<file path="src/rtl/uart_transmitter.sv">
// rtl/uart_transmitter.sv - 8N1 UART transmitter with optional even parity symbol
// Optional feature macro: UART_TX_PARITY_EN (adds one even-parity symbol after the data bits)
module uart_transmitter #(
  parameter int CLOCK_FREQ = 125_000_000,
  parameter int BAUD_RATE  = 115_200
) (
  input  logic       clk,
  input  logic       rst,
  input  logic [7:0] data_in,
  input  logic       valid_in,
  output logic       ready_out,
  output logic       serial_out
);

  localparam int SYMBOL_EDGE_TIME = CLOCK_FREQ / BAUD_RATE;
  localparam int CW               = $clog2(SYMBOL_EDGE_TIME);
  localparam logic [CW-1:0] SYM_LAST = CW'(SYMBOL_EDGE_TIME - 1);

  localparam logic [2:0] S_IDLE   = 3'd0;
  localparam logic [2:0] S_START  = 3'd1;
  localparam logic [2:0] S_DATA   = 3'd2;
  localparam logic [2:0] S_STOP   = 3'd3;
`ifdef UART_TX_PARITY_EN
  localparam logic [2:0] S_PARITY = 3'd4;
`endif

  // A symbol must span at least two clocks so the counter has a real width.
  if (SYMBOL_EDGE_TIME < 2) begin : g_bad_ratio
    $error("uart_transmitter: CLOCK_FREQ / BAUD_RATE must be at least 2");
  end

  logic [2:0]    r_state;
  logic [CW-1:0] r_sym_cnt;
  logic [2:0]    r_bit_idx;
  logic [7:0]    r_shift;
  logic          r_serial;

  logic          w_sym_end;
  logic [2:0]    w_next_idx;

  assign w_sym_end  = (r_sym_cnt == SYM_LAST);
  assign w_next_idx = r_bit_idx + 3'd1;

  // Ready is gated by rst so a handshake can never be seen during reset.
  assign ready_out  = (r_state == S_IDLE) && !rst;
  assign serial_out = r_serial;

`ifdef UART_TX_PARITY_EN
  logic w_parity;
  assign w_parity = ^r_shift;
`endif

  // Symbol timer: held at 0 while idle, free-runs 0..SYMBOL_EDGE_TIME-1 inside a frame.
  always_ff @(posedge clk) begin
    if (rst || (r_state == S_IDLE) || w_sym_end) begin
      r_sym_cnt <= '0;
    end else begin
      r_sym_cnt <= r_sym_cnt + CW'(1);
    end
  end

  // Frame sequencer: the line level for the next symbol is registered on the same
  // edge that changes state, so serial_out switches exactly at symbol boundaries.
  always_ff @(posedge clk) begin
    if (rst) begin
      r_state   <= S_IDLE;
      r_bit_idx <= 3'd0;
      r_shift   <= 8'h00;
      r_serial  <= 1'b1;
    end else begin
      case (r_state)
        S_IDLE: begin
          r_serial <= 1'b1;
          if (valid_in) begin
            r_shift  <= data_in;
            r_state  <= S_START;
            r_serial <= 1'b0;
          end
        end
        S_START: begin
          if (w_sym_end) begin
            r_state   <= S_DATA;
            r_bit_idx <= 3'd0;
            r_serial  <= r_shift[0];
          end
        end
        S_DATA: begin
          if (w_sym_end) begin
            if (r_bit_idx == 3'd7) begin
              r_bit_idx <= 3'd0;
`ifdef UART_TX_PARITY_EN
              r_state   <= S_PARITY;
              r_serial  <= w_parity;
`else
              r_state   <= S_STOP;
              r_serial  <= 1'b1;
`endif
            end else begin
              r_bit_idx <= w_next_idx;
              r_serial  <= r_shift[w_next_idx];
            end
          end
        end
`ifdef UART_TX_PARITY_EN
        S_PARITY: begin
          if (w_sym_end) begin
            r_state  <= S_STOP;
            r_serial <= 1'b1;
          end
        end
`endif
        S_STOP: begin
          if (w_sym_end) begin
            r_state  <= S_IDLE;
            r_serial <= 1'b1;
          end
        end
        default: begin
          r_state  <= S_IDLE;
          r_serial <= 1'b1;
        end
      endcase
    end
  end

endmodule
</file>
<file path="config.mk">
export PLATFORM = sky130hd
export DESIGN_NAME = uart_transmitter
export DESIGN_NICKNAME = d
export VERILOG_FILES = /design/src/rtl/uart_transmitter.sv
export SDC_FILE = /design/constraint.sdc
export NUM_CORES = 1
export LEC_CHECK = 0
export BUFFER_PORTS_ARGS = -buffer_cell sky130_fd_sc_hd__buf_2
export CORE_ASPECT_RATIO = 0.7
export CORE_MARGIN = 2
export CORE_UTILIZATION = 49
export CTS_BUF_LIST = sky130_fd_sc_hd__clkbuf_8
export CTS_CLUSTER_DIAMETER = 80
export CTS_CLUSTER_SIZE = 10
export DETAILED_ROUTE_END_ITERATION = 10
export PLACE_DENSITY_LB_ADDON = 0.3
export SETUP_SLACK_MARGIN = 0.4
export SLEW_MARGIN = 15
export SYNTH_ARGS = -nofsm -noshare
export SYNTH_HDL_FRONTEND = slang
export SYNTH_SLANG_ARGS = --single-unit
export TNS_END_PERCENT = 10
</file>
<file path="constraint.sdc">
create_clock -name clk -period 1.76 [get_ports clk]
set_input_delay 0.088 -clock clk [delete_from_list [all_inputs] [get_ports clk]]
set_output_delay 0.088 -clock clk [all_outputs]
set_load 0.01 [all_outputs]
</file>
# Word-level counts from Yosys, hierarchy flattened
# Cells that the tools add are included.
op_classes:
  add_sub_neg: 2
  order_cmp: 1
  eq_ne: 10
  mux: 17
  n_reduce_logical: 10
ops:
  columns: ["op", "n"]
  rows:
  - ["$mux W3", 7]
  - ["$pmux W3 S4", 1]
  - ["$add A11 B1 Y11 const B", 1]
  - ["$eq A11 B11 Y1 const B", 1]
  - ["$ne A2 B2 Y1 const B", 5]
  - ["$eq A3 B2 Y1 const B", 2]
  - ["$mux W1", 6]
  - ["$pmux W3 S2", 1]
  - ["$reduce_and A3 Y1", 2]
  - ["$reduce_and A5 Y1", 1]
  - ["$lt A3 B4 Y1 const B", 1]
  - ["$pmux W1 S4", 1]
  - ["$add A3 B1 Y3 const B", 1]
  - ["$bmux W1 S3", 1]
  - ["$eq A3 B1 Y1 const B", 1]
  - ["$eq A3 B3 Y1 const B", 1]
  - ["$logic_not A3 Y1", 1]
  - ["$logic_or A1 B1 Y1", 2]
  - ["$reduce_and A2 Y1", 1]
  - ["$reduce_bool A2 Y1", 1]
  - ["$logic_and A1 B1 Y1", 1]
  - ["$logic_not A1 Y1", 1]
word_totals:
  reg_bits: 26
  output_inout_bits: 2
  elab_cells: 45

# Logic depth before layout (Yosys ltp)
# Gate-level depths: netlist of run 1.
logic_depth:
  depth_word: 6
  mapped_depth: 7

# Least setup slack after synthesis of run 1
# OpenSTA, ideal clock, no wires.
synth_path:
  kind: "register to register"
  from: "register r_state[0]"
  to: "register r_state[0]"
  setup_ns: 0.087
  arrival_ns: 1.719
  required_time_ns: 1.673
  slack_ns: -0.046
  path_stages_with_launch: 7
  path_buffers: 0
  path_cell_list: "dfxtp_1 > inv_1 > ha_1 > or3_1 > o31a_1 > or4_1 > o31ai_1"
synth_between:
  elab_chain_cells: 3
  word_cells_on_any_way: 11
  cone_classes: "8 x eq/ne; 1 x mux; 2 x reduce/logical"
synth_rtl:
  columns: ["element", "line", "rtl"]
  rows:
  - ["from (decl)", "32", "logic [2:0] r_state;"]
  - ["from (signal assigned)", "66", "r_state <= S_IDLE;"]
  - ["from (signal assigned)", "76", "r_state <= S_START;"]
  - ["from (signal assigned)", "82", "r_state <= S_DATA;"]
  - ["$eq A3 B2 Y1 (tied with other cells)", "71", "case (r_state)"]
  - ["$ne A2 B2 Y1 (no source line)", null, null]
  - ["$reduce_and A5 Y1 (no source line)", null, null]
# Several ways; a longest one is shown, not always the timed one.
# A chain may end at the register's enable or synchronous reset.

# Worst setup path in the final report of run 1
layout_path:
  from: "register r_bit_idx[0]"
  to: "register r_serial (netlist: serial_out)"
layout_between:
  elab_chain_cells: 6
  word_cells_on_any_way: 7
  cone_classes: "1 x add/sub; 1 x eq/ne; 5 x mux"
layout_rtl:
  columns: ["element", "line", "rtl"]
  rows:
  - ["from (decl)", "34", "logic [2:0] r_bit_idx;"]
  - ["from (signal assigned)", "99", "r_bit_idx <= w_next_idx;"]
  - ["$add A3 B1 Y3", "42", "assign w_next_idx = r_bit_idx + 3'd1;"]
  - ["$bmux W1 S3", "100", "r_serial <= r_shift[w_next_idx];"]
  - ["$mux W1 (implied by the code)", "100", null]
  - ["$mux W1 *", "89", "if (r_bit_idx == 3'd7) begin"]
  - ["$mux W1 *", "88", "if (w_sym_end) begin"]
  - ["$pmux W1 S4 *", "71", null]
  - ["to (signal assigned)", "84", "r_serial <= r_shift[0];"]
  - ["to (signal assigned)", "100", null]
  - ["to (decl)", "36", "logic r_serial;"]
# Every way passes the cells marked *; elsewhere a longest branch is shown, timed or not. The select of a mux whose other input is x is not followed.

==> impl_metrics.toml, run 1 <==
[yosys]
ys_ff_latch = 25
synth_edf_count = 0
syn_area_sq_mm = 0.001225
yosysUniqueCellTypes = 26
synth_top_cells_by_area = "dfxtp_1 (41%), ha_1 (9.2%), nand3_1 (5.7%)"
avgSynthCellArea_sq_um = 8.749
yosysSeqAreaShare_pct = 40.86
synthTopCellsByCount = "dfxtp_1 (25), nor2_1 (16), nand2_1 (14), nand3_1 (14), a21oi_1 (10)"
netlist.area_leader.share_pct = 40.86
synthCells = 140
ys_async_sr_fraction_pct = 0
syn_nets = 160
synth_top_cell_by_area = "dfxtp_1"
ys_warn_count = 0
ys.flop_type = "dfxtp_1"
synthMostInstantiatedCell = "dfxtp_1"

[placement]
io_buffers = 12
post-dp-hpwl_um = 1836
place_area_sq_mm = 0.001390
gp_congestion = 0.8102
place_inst = 189
place_ws_ns = -0.05106

[sta]
setup_viol = 0
fin_crit_sh_pct = 99.58
tightest_slew_ns = 0.4057
fmax_ghz = 0.5706
finalWorstSetupSlack_ns = 0.007356
finalMaxSlewViolations = 0
period_minus_slack_ns = 1.753
rsz0062_at_grt = "yes"
fin_setup_tns_ns = 0
relSlewSlack_pct = 72.90
hold_violations = 0
finalClockSkew_ns = 0.002467
whs_ns = 0.06285

[drt]
ant_nets = 0
drc = 0
totalWireLength_um = 2409
drt_pass1_iterations = 4
vias_per_cell = 5.026
initialDrtViolationCount = 29
avgRoutedWirePerCell_um = 12.42
vias = 975

[grt]
grt_pass1_vias = 958
track_usage_pct = 19.17
antenna_found_initial = 0
grt_overflow = 0
grt_max_degree = 18
grt_first_pass_wirelength_um = 4188

[critical_path]
critPathKind = "register to register"
cp.required_ns = 1.92
cp-end-kind = "register"
crit_family = "multiplexers"
cp_num_buf_inv = 0
cp_slowest_stage_delay_ns = 0.50
critPathMaxFanout = 2
crit_chain = "ha_4 > mux4_2 > mux2i_1 > a211oi_1 > a211o_2"
worstSetupStartpointType = "register"
cp.arrival_ns = 1.91
critical_path.slowest_cell = "mux4_2"

[min_path]
hold_path_class = "input port to register"

[finish]
diodes = 0
final_nets = 181
final_cell_area_sq_mm = 0.001499
layout-drive-gt1-share_pct = 26.88
area_growth_syn_to_layout_pct = 22.37
instances_no_fill = 194

[clocking]
cts_max_level = 1
clk_latency_ns = 0.26
root_buffer = "clkbuf_8"
cts_buffers = 3
clock_tree.buffer_depth = 2
cts.sinks = 25
path_clk_slew_ns = 0.08
cts_tree = "yes"

[floorplanning]
die-area_sq_mm = 0.002922
die_w_um = 63.76
start_util_pct = 50.59
core_area_sq_mm = 0.002421
ios = 13
chipHeight_um = 45.83
rows = 15

[power_and_ir_drop]
peakVddDrop_mv = 0.8814
p_leak_nw = 0.5659
powerDensity_mw_per_mm2 = 1159

[flow_run]
cap_violations = 0

[run_status]
status = "completed"
worst paths after layout:
check                from         end  slack (ns)  cells after the start
min reg2reg    r_shift[4]  r_shift[4]        0.46                      2
max reg2reg  r_bit_idx[0]  serial_out       0.007                      5
min            data_in[0]  r_shift[0]        0.06                      3
max          r_bit_idx[0]  serial_out       0.007                      5
sequential cells by signal (all words and copies together), names as in the netlist:
name        cells
r_shift         8
r_sym_cnt      11
r_bit_idx       3
r_state         2
serial_out      1
metrics by stage:
step                      total power, mW  util [%]
after floorplan                     1.106         -
after global placement              1.244     57.42
after detailed placement            1.279     57.42
after CTS                           1.698     61.03
after global routing                1.866     61.91
final                               1.738     61.91
layer usage:
layer	track usage [%]	share of wire [%]	wire, um	vias up
met5	0	0	0	-
met4	3.913	0.50	12	0
met3	5.941	3.2	78	2
met2	34.32	47	1137	14
met1	23.32	49	1180	441
li1	-	-	-	518
report_power, final:
part	internal (mW)	switching [mW]	total, mW
Sequential	0.646	0.0791	0.725
Clock	0.156	0.170	0.326
Combinational	0.329	0.359	0.688
layout make-up:
cell class,count,area [sq um]
fill,208,922.1
multi-input combinational,103,739.5
sequential,25,511.7
timing repair buffer,21,131.4
tap,34,42.54
clock buffer,3,41.29
inverter,7,28.78
clock inverter,1,3.754
cells by family after synthesis:
logic type                 synth area share (%)
and+or+nand+nor                           25.44
DFF                                       40.86
AOI/OAI and AO/OA                         8.275
buffers and inverters                     3.678
xor gates and xnor gates                  6.435
adders and majority gates                 9.193
muxes                                     6.129
what timing repair did:
action                                  CTS  global route
hold endpoints to repair                  0             0
setup buffers                             1             0
pin swaps                                 3             1
gates resized for setup                  11             6
hold buffers                              0             0
endpoints found under the setup margin   26            26
cell usage in the layout (no fill, tap or decap), types with 2 or more instances in the layout:
master | netlist | routed
a2111oi_2 | 0 | 2
a21oi_1 | 10 | 10
buf_2 | 0 | 12
buf_4 | 0 | 8
clkbuf_8 | 0 | 3
dfxtp_1 | 25 | 20
dfxtp_2 | 0 | 3
dfxtp_4 | 0 | 2
ha_1 | 9 | 5
ha_4 | 0 | 3
inv_1 | 7 | 6
mux2i_1 | 3 | 3
mux4_2 | 2 | 2
nand2_1 | 14 | 13
nand2b_1 | 3 | 3
nand3_1 | 14 | 14
nor2_1 | 16 | 16
nor2b_1 | 4 | 4
nor3_1 | 4 | 3
nor4_1 | 2 | 2
or3_1 | 3 | 3
xnor2_1 | 6 | 6
xor2_1 | 3 | 3
worst register-to-register path, delay by kind of cell (launching register included):
kind / cells / cell delay, ns
multiplexers: 2 / 0.67
flip-flops: 1 / 0.36
AO/OA/AOI/OAI: 2 / 0.36
adder cells (fa/ha/maj): 1 / 0.27
(Power assumes the default switching activity.)
==> inputs of run 2 (changes only) <==
HOLD_SLACK_MARGIN = 0.08   (was default)
==> run 2 against run 1 <==
Compared with the run above: first-iteration DRC count decreased by 17%; largest power group unchanged; highest routed layer unchanged; critical path type unchanged; via count grew 2.3%; critical path depth did not move.
==> impl_metrics.toml, run 2 (synthesis gave the netlist of run 1 again) <==
[run_status]
status = "completed"

[critical_path]
cp.required_ns = 1.92
cp.arrival_ns = 1.92
cp_num_buf_inv = 0
reg2reg_to = "serial_out"
rr_worst_depth = 5
critPathMaxFanout = 2
critical_path.slowest_cell = "mux4_2"
rrSetupSlack_ns = 0.003
cp_slowest_stage_delay_ns = 0.50
worstSetupStartpointType = "register"
critPathKind = "register to register"
crit_chain = "ha_4 > mux4_2 > mux2i_1 > a211oi_1 > a211o_2"
reg2reg_from = "r_bit_idx[0]"
crit_family = "multiplexers"
cp-end-kind = "register"

[drt]
ant_nets = 0
totalWireLength_um = 2491
dr.max_layer_used = "met4"
vias = 997
wl_met3_um = 72
wl_met2_um = 1185
initialDrtViolationCount = 24
drt_pass1_iterations = 4
avgRoutedWirePerCell_um = 12.39
drc = 0
met1_length_um = 1220
vias_per_cell = 4.960

[sta]
finalMaxSlewViolations = 0
hold_violations = 0
fmax_ghz = 0.5691
finalClockSkew_ns = 0.002674
rsz0062_at_grt = "yes"
period_minus_slack_ns = 1.757
whs_ns = 0.09104
fin_crit_sh_pct = 99.84
tightest_slew_ns = 0.4150
finalWorstSetupSlack_ns = 0.002808
fin_setup_tns_ns = 0
setup_viol = 0
relSlewSlack_pct = 72.28

[placement]
place_ws_ns = -0.05106
place_inst = 189
place_area_sq_mm = 0.001390
gp_congestion = 0.8102
io_buffers = 12
post-dp-hpwl_um = 1836

[grt]
grt_max_degree = 18
grt_pass1_vias = 1005
grt_overflow = 0
track_usage_pct = 19.87
antenna_found_initial = 0
grt_first_pass_wirelength_um = 4353

[clocking]
path_clk_slew_ns = 0.08
clk_latency_ns = 0.26
cts_tree = "yes"
cts_buffers = 3
clock_tree.buffer_depth = 2
root_buffer = "clkbuf_8"
cts_max_level = 1
cts.sinks = 25

[finish]
top_register = "r_sym_cnt"
utilization_pct = 64.81
reg_top3 = "r_sym_cnt x11, r_shift x8, r_bit_idx x3"
final_nets = 188
instances_no_fill = 201
area_growth_syn_to_layout_pct = 28.09
diodes = 0
largest_reg_flops = 11
final_cell_area_sq_mm = 0.001569
final_common_cell = "dfxtp_1"
fill_cells = 193
layout-drive-gt1-share_pct = 25.75
final_cell_mix = "dfxtp_1 (20), nor2_1 (16), nand3_1 (14)"

[power_and_ir_drop]
p_total_mw = 1.753
powerDensity_mw_per_mm2 = 1118
peakVddDrop_mv = 0.8611
p_leak_nw = 0.5952

[floorplanning]
rows = 15
start_util_pct = 50.59
die_w_um = 63.76
ios = 13
die-area_sq_mm = 0.002922
chipHeight_um = 45.83
core_area_sq_mm = 0.002421

[min_path]
min_from = "data_in[7]"
hold_path_class = "input port to register"
min_delay_path_depth = 3
holdPathEnd = "r_shift[7]"

[flow_run]
cap_violations = 0
run 2: timing repair:
action	4_1_cts	5_1_grt
gates resized for setup	11	6
buffers inserted	1	0
hold buffers	7	0
hold endpoints to repair	7	0
pin swaps	3	1
setup endpoints to repair	26	26
gates cloned	0	0
run 2: worst reg2reg max path: cells and delay by family (launching register included):
| kind | cells | cell delay [ns] |
|---|---|---|
| mux | 2 | 0.67 |
| flops | 1 | 0.36 |
| compound gates | 2 | 0.36 |
| fa+ha+maj | 1 | 0.27 |
run 2: cell type report:
| class | instances | area, sq um | share of cell area [%] |
|---|---|---|---|
| repair buffers | 28 | 201.4 | 12.84 |
| clock inverters | 1 | 3.754 | 0.2392 |
| inverters | 7 | 28.78 | 1.834 |
| well taps | 34 | 42.54 | 2.711 |
| multi-input cells | 103 | 739.5 | 47.13 |
| clock buffers | 3 | 41.29 | 2.632 |
| flip-flops and latches | 25 | 511.7 | 32.62 |
run 2: how the worst max path moves through the flow:
stage / start / endpoint / depth (start not counted)
2_1_floorplan: r_sym_cnt[7] / r_state[0] / 4
3_3_place_gp: r_sym_cnt[7] / r_state[1] / 4
3_5_place_dp: r_state[1] / serial_out / 6
4_1_cts: r_bit_idx[0] / serial_out / 5
5_1_grt: r_bit_idx[0] / serial_out / 5
6_report: r_bit_idx[0] / serial_out / 5
run 2: routing by layer:
| layer | track usage, % | up-vias |
|---|---|---|
| met5 | 0 | - |
| met4 | 3.913 | 0 |
| met3 | 5.941 | 2 |
| met2 | 36.00 | 12 |
| met1 | 24.05 | 449 |
| li1 | - | 534 |
run 2: report_power, final:
group	leakage (nW)	switching, mW	internal (mW)	total [mW]
combinational	0.362	0.364	0.339	0.703
clock	0.0269	0.170	0.156	0.326
sequential	0.206	0.0787	0.646	0.724
==> inputs of run 3 (changes only) <==
clock period = 2.2 ns   (was 1.76 ns; I/O delays follow)
==> run 3 against run 2 <==
Compared with the run above: critical path type unchanged; sequential power is 20% lower; flip-flop and latch count unchanged; clock-buffer cell count unchanged; utilization fell by 3.7 points; worst hold slack lost 0.0015 ns.
==> impl_metrics.toml, run 3 (synthesis gave the netlist of run 1 again) <==
[critical_path]
cp_num_buf_inv = 1
cp_slowest_stage_delay_ns = 0.43
cp.required_ns = 2.37
reg2reg_to = "r_state[0]"
cp.arrival_ns = 2.02
reg2reg_from = "r_state[1]"
crit_cells = 6
rrSetupSlack_ns = 0.35
critPathMaxFanout = 5
worstSetupStartpointType = "register"
crit_family = "simple AND/OR/NAND/NOR gates"
critical_path.slowest_cell = "or4_1"
rr_worst_depth = 6
critPathKind = "register to register"
crit_chain = "inv_1 > ha_1 > or3_1 > o31a_1 > or4_1 > o31ai_1"
cp-end-kind = "register"

[finish]
multiInputGateArea_sq_um = 743.2
final_nets = 178
top_register = "r_sym_cnt"
final_cell_mix = "dfxtp_1 (20), nor2_1 (16), nand3_1 (14), nand2_1 (14), buf_2 (12)"
instances_no_fill = 191
layout-drive-gt1-share_pct = 23.57
largest_reg_flops = 11
fill_cells = 198
reg_top3 = "r_sym_cnt x11, r_shift x8, r_bit_idx x3"
diodes = 0
final_common_cell = "dfxtp_1"
seq_area_sq_um = 514.2
utilization_pct = 61.09
area_growth_syn_to_layout_pct = 20.74

[power_and_ir_drop]
seqPwrFrac_pct = 42.2
comb_power_share_pct = 38.4
swShare_pct = 35.89
intPower_mw = 0.8816
p_leak_nw = 0.5509
p_sw_mw = 0.4935
powerDensity_mw_per_mm2 = 929.8
peakVddDrop_mv = 0.4968
pwr-share-clk_pct = 19.4

[drt]
drc = 0
totalWireLength_um = 2616
initialDrtViolationCount = 40
avgRoutedWirePerCell_um = 13.70
vias_per_cell = 5.335
ant_nets = 0
vias = 1019
drt_pass1_iterations = 4

[sta]
finalWorstSetupSlack_ns = 0.3516
fin_crit_sh_pct = 84.02
setup_viol = 0
rsz0062_at_grt = "yes"
hold_violations = 0
period_minus_slack_ns = 1.848
fmax_ghz = 0.5410
finalMaxSlewViolations = 0
whs_ns = 0.08951
relSlewSlack_pct = 73.17
tightest_slew_ns = 0.4025
finalClockSkew_ns = 0.005327
fin_setup_tns_ns = 0

[clocking]
clk_latency_ns = 0.27
clock_tree.buffer_depth = 2
cts_max_level = 1
root_buffer = "clkbuf_8"
path_clk_slew_ns = 0.08
cts_buffers = 3
cts_tree = "yes"
cts.sinks = 25

[floorplanning]
start_util_pct = 50.59
core_area_sq_mm = 0.002421
ios = 13
rows = 15
die_w_um = 63.76
die-area_sq_mm = 0.002922
chipHeight_um = 45.83

[grt]
track_usage_pct = 18.28
grt_max_degree = 18
antenna_found_initial = 0
grt_overflow = 0
grt_first_pass_wirelength_um = 4098
grt_pass1_vias = 879

[flow_run]
cap_violations = 0

[placement]
io_buffers = 12
place_ws_ns = 0.2126
post-dp-hpwl_um = 1821
place_inst = 183
gp_congestion = 0.7621

[min_path]
min_from = "data_in[5]"
min_delay_path_depth = 3
hold_path_class = "input port to register"
holdPathEnd = "r_shift[5]"

[run_status]
status = "completed"
[run 3: final cells by class]
| cell class | instances | area share, % |
|---|---|---|
| Clock buffer | 3 | 2.792 |
| Clock inverter | 1 | 0.2538 |
| Inverter | 7 | 1.777 |
| Multi-Input combinational cell | 103 | 50.25 |
| Sequential cell | 25 | 34.77 |
| Tap cell | 34 | 2.876 |
| Timing Repair Buffer | 18 | 7.276 |
[run 3: how the worst max path moves through the flow]
stage                  from    endpoint  slack (ns)
2_1_floorplan  r_bit_idx[0]  serial_out        0.41
3_3_place_gp     r_state[0]  serial_out        0.31
3_5_place_dp     r_state[1]  serial_out        0.21
4_1_cts        r_bit_idx[0]  serial_out        0.32
5_1_grt          r_state[0]  r_state[0]        0.27
6_report         r_state[1]  r_state[0]        0.35
[run 3: layer usage]
layer  GRT usage, %  up-vias  wire length [um]
met4          2.609        0                 4
met5              0        -                 0
met1          26.59      473              1287
li1               -      517                 -
met2          28.21       27              1165
met3          4.455        2               158
[run 3: repair_timing]
action | 4_1_cts | 5_1_grt
pin swaps | 2 | 6
buffers inserted | 1 | 2
endpoints found under the hold margin | 1 | 0
gates resized for setup | 7 | 12
endpoints found under the setup margin | 3 | 15
hold buffers | 1 | 0
[run 3: per-stage QoR]
stage / power (mW) / cell area [sq um]
2_1_floorplan: 0.8848 / 1227
3_3_place_gp: 0.9719 / 1326
3_5_place_dp: 0.9901 / 1326
4_1_cts: 1.292 / 1414
5_1_grt: 1.461 / 1479
6_report: 1.375 / 1479
[run 3: worst register-to-register path, cell delays in order (launching register included)]
cell	delay (ns)
dfxtp_4	0.39
inv_1	0.08
ha_1	0.26
or3_1	0.34
o31a_1	0.17
or4_1	0.43
o31ai_1	0.08
[run 3: power by group through the flow]
stage	Clock (mW)	Combinational (mW)	Sequential, mW
after floorplan	0	0.322	0.563
after global placement	0	0.400	0.572
after detailed placement	0	0.412	0.578
after CTS	0.272	0.449	0.570
after global routing	0.289	0.582	0.590
final	0.267	0.528	0.580
